[src/rtl/bin_to_bcd_seq_pkg.sv]
// Shared types and constants for the sequential binary-to-BCD converter.
// Contents: FSM state enum, add-3 correction constants, and a helper that
// returns the minimum number of BCD digits able to hold any BIN_W-bit value.
package bin2bcd_pkg;

    typedef enum logic [1:0] {
        IDLE = 2'd0,
        CONV = 2'd1,
        DONE = 2'd2
    } state_e;

    localparam logic [3:0] BCD_ADD3_THRESH = 4'd5;
    localparam logic [3:0] BCD_ADD3_VAL    = 4'd3;

    // ceil(w * log10(2)) using a fixed-point approximation of log10(2)
    function automatic int unsigned digits_for_width(input int unsigned w);
        return (w * 32'd30103 + 32'd99999) / 32'd100000;
    endfunction

endpackage

[src/rtl/bin_to_bcd_seq_if.sv]
// Handshake bundle between a producer/consumer and bin_to_bcd_seq.
// Signals:
//   in_valid / in_ready / bin_in     : operand channel (producer -> converter)
//   out_valid / out_ready / bcd_out  : result channel (converter -> consumer)
//   ovf                              : overflow flag, present only with BIN2BCD_OVF_EN
// Modports: master = producer/consumer side, slave = converter side.
interface bin_to_bcd_seq_if #(
    parameter int unsigned BIN_W  = 8,
    parameter int unsigned DIGITS = 3
);

    logic                  in_valid;
    logic                  in_ready;
    logic [BIN_W-1:0]      bin_in;
    logic                  out_valid;
    logic                  out_ready;
    logic [4*DIGITS-1:0]   bcd_out;
`ifdef BIN2BCD_OVF_EN
    logic                  ovf;

    modport master (
        output in_valid, bin_in, out_ready,
        input  in_ready, out_valid, bcd_out, ovf
    );

    modport slave (
        input  in_valid, bin_in, out_ready,
        output in_ready, out_valid, bcd_out, ovf
    );
`else
    modport master (
        output in_valid, bin_in, out_ready,
        input  in_ready, out_valid, bcd_out
    );

    modport slave (
        input  in_valid, bin_in, out_ready,
        output in_ready, out_valid, bcd_out
    );
`endif

endinterface

[src/rtl/bin_to_bcd_seq_add3.sv]
// bcd_add3_digit: combinational double-dabble correction cell.
// Ports:
//   digit_i   : current 4-bit BCD digit
//   digit_o_c : digit + 3 when digit >= 5, otherwise unchanged (4-bit wrap)
module bcd_add3_digit
    import bin2bcd_pkg::*;
(
    input  logic [3:0] digit_i,
    output logic [3:0] digit_o_c
);

    always_comb begin
        digit_o_c = digit_i;
        if (digit_i >= BCD_ADD3_THRESH) begin
            digit_o_c = digit_i + BCD_ADD3_VAL;
        end
    end

endmodule

[src/rtl/bin_to_bcd_seq.sv]
// bin_to_bcd_seq: sequential binary-to-BCD converter (shift-and-add-3),
// one operand bit per clock, valid/ready on both sides.
// Ports:
//   clk    : rising-edge clock
//   rst_n  : asynchronous active-low reset
//   bus_io : bin_to_bcd_seq_if.slave (in_valid/in_ready/bin_in,
//            out_valid/out_ready/bcd_out, and ovf when enabled)
// Optional feature macro: BIN2BCD_OVF_EN adds a sticky overflow flag that
// records any 1 shifted out of the top BCD digit during conversion.
module bin_to_bcd_seq
    import bin2bcd_pkg::*;
#(
    parameter int unsigned BIN_W  = 8,
    parameter int unsigned DIGITS = 3
) (
    input  logic               clk,
    input  logic               rst_n,
    bin_to_bcd_seq_if.slave    bus_io
);

    localparam int unsigned ACC_W = 4 * DIGITS;
    localparam int unsigned CNT_W = $clog2(BIN_W + 1);

    state_e             state_q, state_d;
    logic [ACC_W-1:0]   acc_q, acc_d;
    logic [BIN_W-1:0]   sh_q, sh_d;
    logic [CNT_W-1:0]   cnt_q, cnt_d;
    logic [ACC_W-1:0]   bcd_q, bcd_d;
    logic               in_ready_q, in_ready_d;
    logic               out_valid_q, out_valid_d;
    logic [ACC_W-1:0]   acc_corr_c;
`ifdef BIN2BCD_OVF_EN
    logic               sticky_q, sticky_d;
    logic               ovf_q, ovf_d;
`else
    logic               unused_msb_c;
    assign unused_msb_c = acc_corr_c[ACC_W-1];
`endif

    // Per-digit add-3 correction applied before every shift
    for (genvar g = 0; g < int'(DIGITS); g++) begin : g_digit
        bcd_add3_digit u_add3 (
            .digit_i   (acc_q[4*g +: 4]),
            .digit_o_c (acc_corr_c[4*g +: 4])
        );
    end

    // State and datapath registers
    always_ff @(posedge clk or negedge rst_n) begin
        if (!rst_n) begin
            state_q     <= IDLE;
            acc_q       <= '0;
            sh_q        <= '0;
            cnt_q       <= '0;
            bcd_q       <= '0;
            in_ready_q  <= 1'b1;
            out_valid_q <= 1'b0;
`ifdef BIN2BCD_OVF_EN
            sticky_q    <= 1'b0;
            ovf_q       <= 1'b0;
`endif
        end else begin
            state_q     <= state_d;
            acc_q       <= acc_d;
            sh_q        <= sh_d;
            cnt_q       <= cnt_d;
            bcd_q       <= bcd_d;
            in_ready_q  <= in_ready_d;
            out_valid_q <= out_valid_d;
`ifdef BIN2BCD_OVF_EN
            sticky_q    <= sticky_d;
            ovf_q       <= ovf_d;
`endif
        end
    end

    // Next-state and datapath logic
    always_comb begin
        state_d = state_q;
        acc_d   = acc_q;
        sh_d    = sh_q;
        cnt_d   = cnt_q;
        bcd_d   = bcd_q;
`ifdef BIN2BCD_OVF_EN
        sticky_d = sticky_q;
        ovf_d    = ovf_q;
`endif

        unique case (state_q)
            IDLE: begin
                if (bus_io.in_valid) begin
                    sh_d    = bus_io.bin_in;
                    acc_d   = '0;
                    cnt_d   = '0;
`ifdef BIN2BCD_OVF_EN
                    sticky_d = 1'b0;
`endif
                    state_d = CONV;
                end
            end
            CONV: begin
                // Shift {corrected acc, bin_sh} left by one
                acc_d = {acc_corr_c[ACC_W-2:0], sh_q[BIN_W-1]};
                sh_d  = {sh_q[BIN_W-2:0], 1'b0};
                cnt_d = cnt_q + CNT_W'(1);
`ifdef BIN2BCD_OVF_EN
                sticky_d = sticky_q | acc_corr_c[ACC_W-1];
`endif
                // Last shift happens on this edge; publish its result
                if (cnt_q == CNT_W'(BIN_W - 1)) begin
                    state_d = DONE;
                    bcd_d   = acc_d;
`ifdef BIN2BCD_OVF_EN
                    ovf_d   = sticky_d;
`endif
                end
            end
            DONE: begin
                if (bus_io.out_ready) begin
                    state_d = IDLE;
                end
            end
            default: state_d = IDLE;
        endcase

        in_ready_d  = (state_d == IDLE);
        out_valid_d = (state_d == DONE);
    end

    assign bus_io.in_ready  = in_ready_q;
    assign bus_io.out_valid = out_valid_q;
    assign bus_io.bcd_out   = bcd_q;
`ifdef BIN2BCD_OVF_EN
    assign bus_io.ovf       = ovf_q;
`endif

endmodule

[src/flat_wrapper.sv]
// flat-port wrapper written by rule: the top's interface ports become plain ports
module bin_to_bcd_seq_flat import bin2bcd_pkg::*;
#(
    parameter int unsigned BIN_W  = 8,
    parameter int unsigned DIGITS = 3
)
  (clk, rst_n, bus_io_in_valid, bus_io_bin_in, bus_io_out_ready, bus_io_in_ready, bus_io_out_valid, bus_io_bcd_out);
  bin_to_bcd_seq_if #(.BIN_W(BIN_W), .DIGITS(DIGITS)) bus_io_i ();
  input  logic clk;
  input  logic rst_n;
  input wire logic [$bits(bus_io_i.in_valid)-1:0] bus_io_in_valid;
  input wire logic [$bits(bus_io_i.bin_in)-1:0] bus_io_bin_in;
  input wire logic [$bits(bus_io_i.out_ready)-1:0] bus_io_out_ready;
  output wire logic [$bits(bus_io_i.in_ready)-1:0] bus_io_in_ready;
  output wire logic [$bits(bus_io_i.out_valid)-1:0] bus_io_out_valid;
  output wire logic [$bits(bus_io_i.bcd_out)-1:0] bus_io_bcd_out;
  assign bus_io_i.in_valid = bus_io_in_valid;
  assign bus_io_i.bin_in = bus_io_bin_in;
  assign bus_io_i.out_ready = bus_io_out_ready;
  assign bus_io_in_ready = bus_io_i.in_ready;
  assign bus_io_out_valid = bus_io_i.out_valid;
  assign bus_io_bcd_out = bus_io_i.bcd_out;
  bin_to_bcd_seq #(.BIN_W(BIN_W), .DIGITS(DIGITS)) u_core (.clk(clk), .rst_n(rst_n), .bus_io(bus_io_i));
endmodule
[config.mk]
export PLATFORM = sky130hd
export DESIGN_NAME = bin_to_bcd_seq_flat
export DESIGN_NICKNAME = d
export VERILOG_FILES = /design/src/rtl/bin_to_bcd_seq_pkg.sv /design/src/rtl/bin_to_bcd_seq_if.sv /design/src/rtl/bin_to_bcd_seq_add3.sv /design/src/rtl/bin_to_bcd_seq.sv /design/src/flat_wrapper.sv
export SDC_FILE = /design/constraint.sdc
export NUM_CORES = 1
export LEC_CHECK = 0
export CAP_MARGIN = 20
export CORE_MARGIN = 2
export CORE_UTILIZATION = 45
export CTS_BUF_LIST = sky130_fd_sc_hd__clkbuf_4 sky130_fd_sc_hd__clkbuf_8
export CTS_CLUSTER_DIAMETER = 40
export DETAILED_ROUTE_END_ITERATION = 7
export MAX_ROUTING_LAYER = met4
export PLACE_DENSITY = 0.67
export SETUP_SLACK_MARGIN = 0.5
export SLEW_MARGIN = 5
export SYNTH_ARGS = -nofsm -noshare
export SYNTH_HDL_FRONTEND = slang
export SYNTH_SLANG_ARGS = --single-unit
[constraint.sdc]
create_clock -name clk -period 1.9 [get_ports clk]
set_input_delay 0.38 -clock clk [delete_from_list [all_inputs] [get_ports clk]]
set_output_delay 0.38 -clock clk [all_outputs]
set_load 0.01 [all_outputs]
==> metrics.md <==
| Metric | Value |
|---|---|
| Synth Warn # | 0 |
| Synthesized net count | 204 |
| Skew final | 0.00244 ns |
| Setup-failing EPs final | 0 |
| Worst-Margin Slew | 0.471 ns |
| Worst-skew pair later-pin latency | 0.29 ns |
| Gpl congestion | 0.786 |
| CTS max path bufs | 2 |
| Width of the chip | 69.9 um |
| Area of the multi-input gates | 1030 sq um |
| Full die area | 4880 sq um |
| Total GRT Usage | 19.1% |
| Mapped cell area | 1950 sq um |
| Slowest-stage cell, CP | dfrtp_1 |
| Synth Area in XOR/XNOR | 1.35% |
| Fin crit period | 1.46 ns |
| Placed inst area | 2340 sq um |
| Critical Path RT | 2.11 ns |
| Storage cell area | 1000 sq um |
| Num ports | 26 |
| PortBufs | 25 |
| Status | finished, final reports clean |
| Sequential power share | 33.5% |
| Post-synthesis mux area share | 5.83% |
| Post-synth ARST share | 100% |
| Site Rows | 23 |
| First-pass GRT wire length | 7180 um |
| Largest family of logic cells by synthesized area | compound AO/OA/AOI/OAI gates |
| Comb pwr share | 53.6% |
| Fillcell total | 323 |
| Clk pin slew, worst setup/hold paths | 0.07 ns |
| Crit-path max cell delay | 0.43 ns |
| Unrepaired setup endpoints after global routing | yes |
| Achievable clock frequency | 684 MHz |
| Register area share after synthesis | 51.3% |
| Max VDD drop | 0.000682 V |
| Layout area overhead | 38.4% |
| Top_reg_cell synth | dfrtp_1 |
| Vias/cell | 5.45 |
| Tcrit/Tclk final | 77.0% |
| Buf/Inv on CP | 0 |
| Nets | 257 |
| Number of remaining DRC errors | 0 |
| Final Hold Viols | 0 |
| Final Max Tran Viols | 0 |
| Pin count of the biggest net entering global routing | 22 |
| Number of global-route vias before repair | 1,558 |
| Post-synthesis simple-gate area fraction | 12.9% |
| HP Class | primary input to asynchronous set/reset pin |
| Area fraction in compound gates after synthesis | 19.6% |
| H-tree depth | 2 |
| Internal power | 2.91 mW |
| Count of cell types in the netlist | 33 |
| Final design area excluding fillers | 2700 sq um |
| Leakage power | 1.23 nW |
| Routed wire length | 4290 um |
| Net switching power | 1.77 mW |
| Worst relative slew slack | 68.6% |
| Clock group share of total power | 12.8% |
| Congestion Overflow GR | 0 |
| Die H | 69.9 um |
| WS Path Type | flop to flop |
| WP data arrival | 1.68 ns |
| Initial DRC Count | 81 |
| Setup TNS | 0 ns |
| Sw Ratio | 37.8% |
| Diode count | 0 |
| CP Capture Type | flop |
| Initial antenna violation count | 0 |
| Crit path max-delay family | multiplexers |
| CTS Root Cell | clkbuf_8 |
| Via count | 1,576 |
| Avg Cell Area, Syn | 10.6 sq um |
| TritonCTS buffer count | 5 |
| Layout cells sized above 1 | 35.6% |
| CTS sink cnt | 40 |
| Starting Density | 47.8% |
| 1st-pass router iterations | 4 |
| Register bit count reported by yosys | 40 |
| Synthesized instance count | 185 |
| ANT nets after route | 0 |
| Worst Setup Start Kind | flop |
| CTS tree | yes |
| Routed len/inst | 14.8 um |
| Crit path cell chain | ha_2 > nand2b_4 > a21oi_4 > mux2_4 > mux2i_1 |
| CP max FO | 4 |
| Max cap viols | 0 |
| DP Wirelength | 2830 um |
| Adder and majority gate portion of the synthesized area | 4.49% |
| Core area | 4090 sq um |
| Power Density | 1730 nW/um^2 |
| EDFF count, synth | 0 |
-- cell type report --
class	count	share of cell area [%]
Timing Repair Buffer	56	17.8
Inverter	7	0.973
Multi-Input combinational cell	128	38.2
Sequential cell	40	37.1
Tap cell	50	2.32
Clock buffer	8	3.61
-- metrics by stage --
step | total power [mW] | hold slack, ns | worst slack (ns) | std cells | utilization [%]
after global routing | 5.04 | 0.0644 | 0.390 | 289 | 66.1
final | 4.68 | 0.0381 | 0.438 | 289 | 66.1
after floorplan | 2.94 | 0.0844 | 0.503 | 185 | -
after CTS | 4.49 | 0.0474 | 0.445 | 282 | 63.8
after global placement | 3.49 | 0.355 | 0.377 | 259 | 57.2
after detailed placement | 3.61 | 0.364 | 0.299 | 259 | 57.2
-- path summary, 6_finish.rpt --
path | from | end | slack [ns] | depth (start not counted)
worst max register to register | u_core.acc_q[4]$_DFFE_PN0P_ | u_core.bus_io.bcd_out[6]$_DFFE_PN0P_ | 0.44 | 5
worst max-delay path | u_core.acc_q[4]$_DFFE_PN0P_ | u_core.bus_io.bcd_out[6]$_DFFE_PN0P_ | 0.44 | 5
min in group clk | u_core.bus_io.bcd_out[1]$_DFFE_PN0P_ | u_core.bus_io.bcd_out[1]$_DFFE_PN0P_ | 0.51 | 1
worst min-delay path | rst_n | u_core.acc_q[3]$_DFFE_PN0P_ | 0.04 | 1
max in group asynchronous | rst_n | u_core.sh_q[6]$_DFFE_PN0P_ | 1.33 | 2
worst min register to register | u_core.bus_io.bcd_out[1]$_DFFE_PN0P_ | u_core.bus_io.bcd_out[1]$_DFFE_PN0P_ | 0.51 | 1
-- sequential cells by signal, indices dropped and copies added, names as in the netlist --
signal	cells
u_core.acc_q	12
u_core.bus_io.bcd_out	12
u_core.sh_q	8
u_core.cnt_q	4
u_core.state_q	2
u_core.bus_io.in_ready	1
u_core.bus_io.out_valid	1
-- cell usage after synthesis, types with 2 or more instances --
master    instances  area (sq um)
dfrtp_1          39           976
o21ai_0          24           120
a21oi_1          16          80.1
nand2_1          12          45.0
nor2_1           10          37.5
nor2b_1           9          56.3
a22o_1            7          61.3
a22oi_1           7          52.6
ha_1              7          87.6
inv_1             7          26.3
mux2_4            4          60.1
nor3_1            4          20.0
a21o_1            3          22.5
a31oi_1           3          18.8
buf_2             3          15.0
buf_4             3          22.5
clkbuf_1          3          11.3
nand2b_1          3          18.8
xnor2_1           3          26.3
mux2_2            2          22.5
mux2i_1           2          20.0
nor3b_1           2          15.0
or3b_2            2          17.5
-- cell usage in the layout (no fill, tap or decap), types with 2 or more instances in the layout --
cell type / n
dfrtp_1: 38
buf_4: 27
o21ai_0: 17
dlygate4sd2_1: 13
a21oi_1: 11
nand2_1: 11
clkdlybuf4s50_1: 10
nor2b_1: 9
nor2_1: 8
mux2_4: 7
a22o_1: 7
a22oi_1: 7
inv_2: 6
o21ai_1: 6
clkbuf_8: 6
nand2b_4: 4
nor3_1: 4
ha_4: 4
a21o_1: 3
a21oi_4: 3
a31oi_1: 3
a21oi_2: 3
ha_2: 3
buf_6: 3
xnor2_1: 2
or3b_2: 2
nor2_2: 2
clkbuf_4: 2
-- worst reg2reg max path: stages, from the launching register on --
cell and delay [ns]:
dfrtp_1 0.43, ha_2 0.20, nand2b_4 0.14, a21oi_4 0.16, mux2_4 0.33, mux2i_1 0.13
-- what timing repair did --
| action | in CTS | in global routing |
|---|---|---|
| hold buffers | 0 | 0 |
| resized for setup | 35 | 19 |
| pin swaps | 9 | 4 |
| setup buffers | 15 | 7 |
| cloned | 0 | 0 |
| endpoints found under the setup margin | 39 | 25 |
-- power by group through the flow --
stage                     combinational (mW)  sequential (mW)  clock (mW)
after floorplan                         1.36             1.58           0
after global placement                  1.94             1.55           0
after detailed placement                2.04             1.57           0
after CTS                               2.33             1.55       0.611
after global routing                    2.76             1.62       0.656
final                                   2.51             1.57       0.600
-- kinds of logic after synthesis --
group / after synthesis
and+or+nand+nor: 46
DFF: 40
xor gates and xnor gates: 3
muxes: 9
AOI/OAI and AO/OA: 63
adders and majority gates: 7
buffers and inverters: 17
-- metal layers --
layer / wire, um / GRT usage, % / part of all wire, %
met1: 1770 / 21.8 / 41
met5: 0 / - / 0
met3: 125 / 4.04 / 2.9
met2: 2320 / 33.0 / 54
met4: 73 / 7.26 / 1.7
No activity file was read; power rests on OpenSTA's default activity.
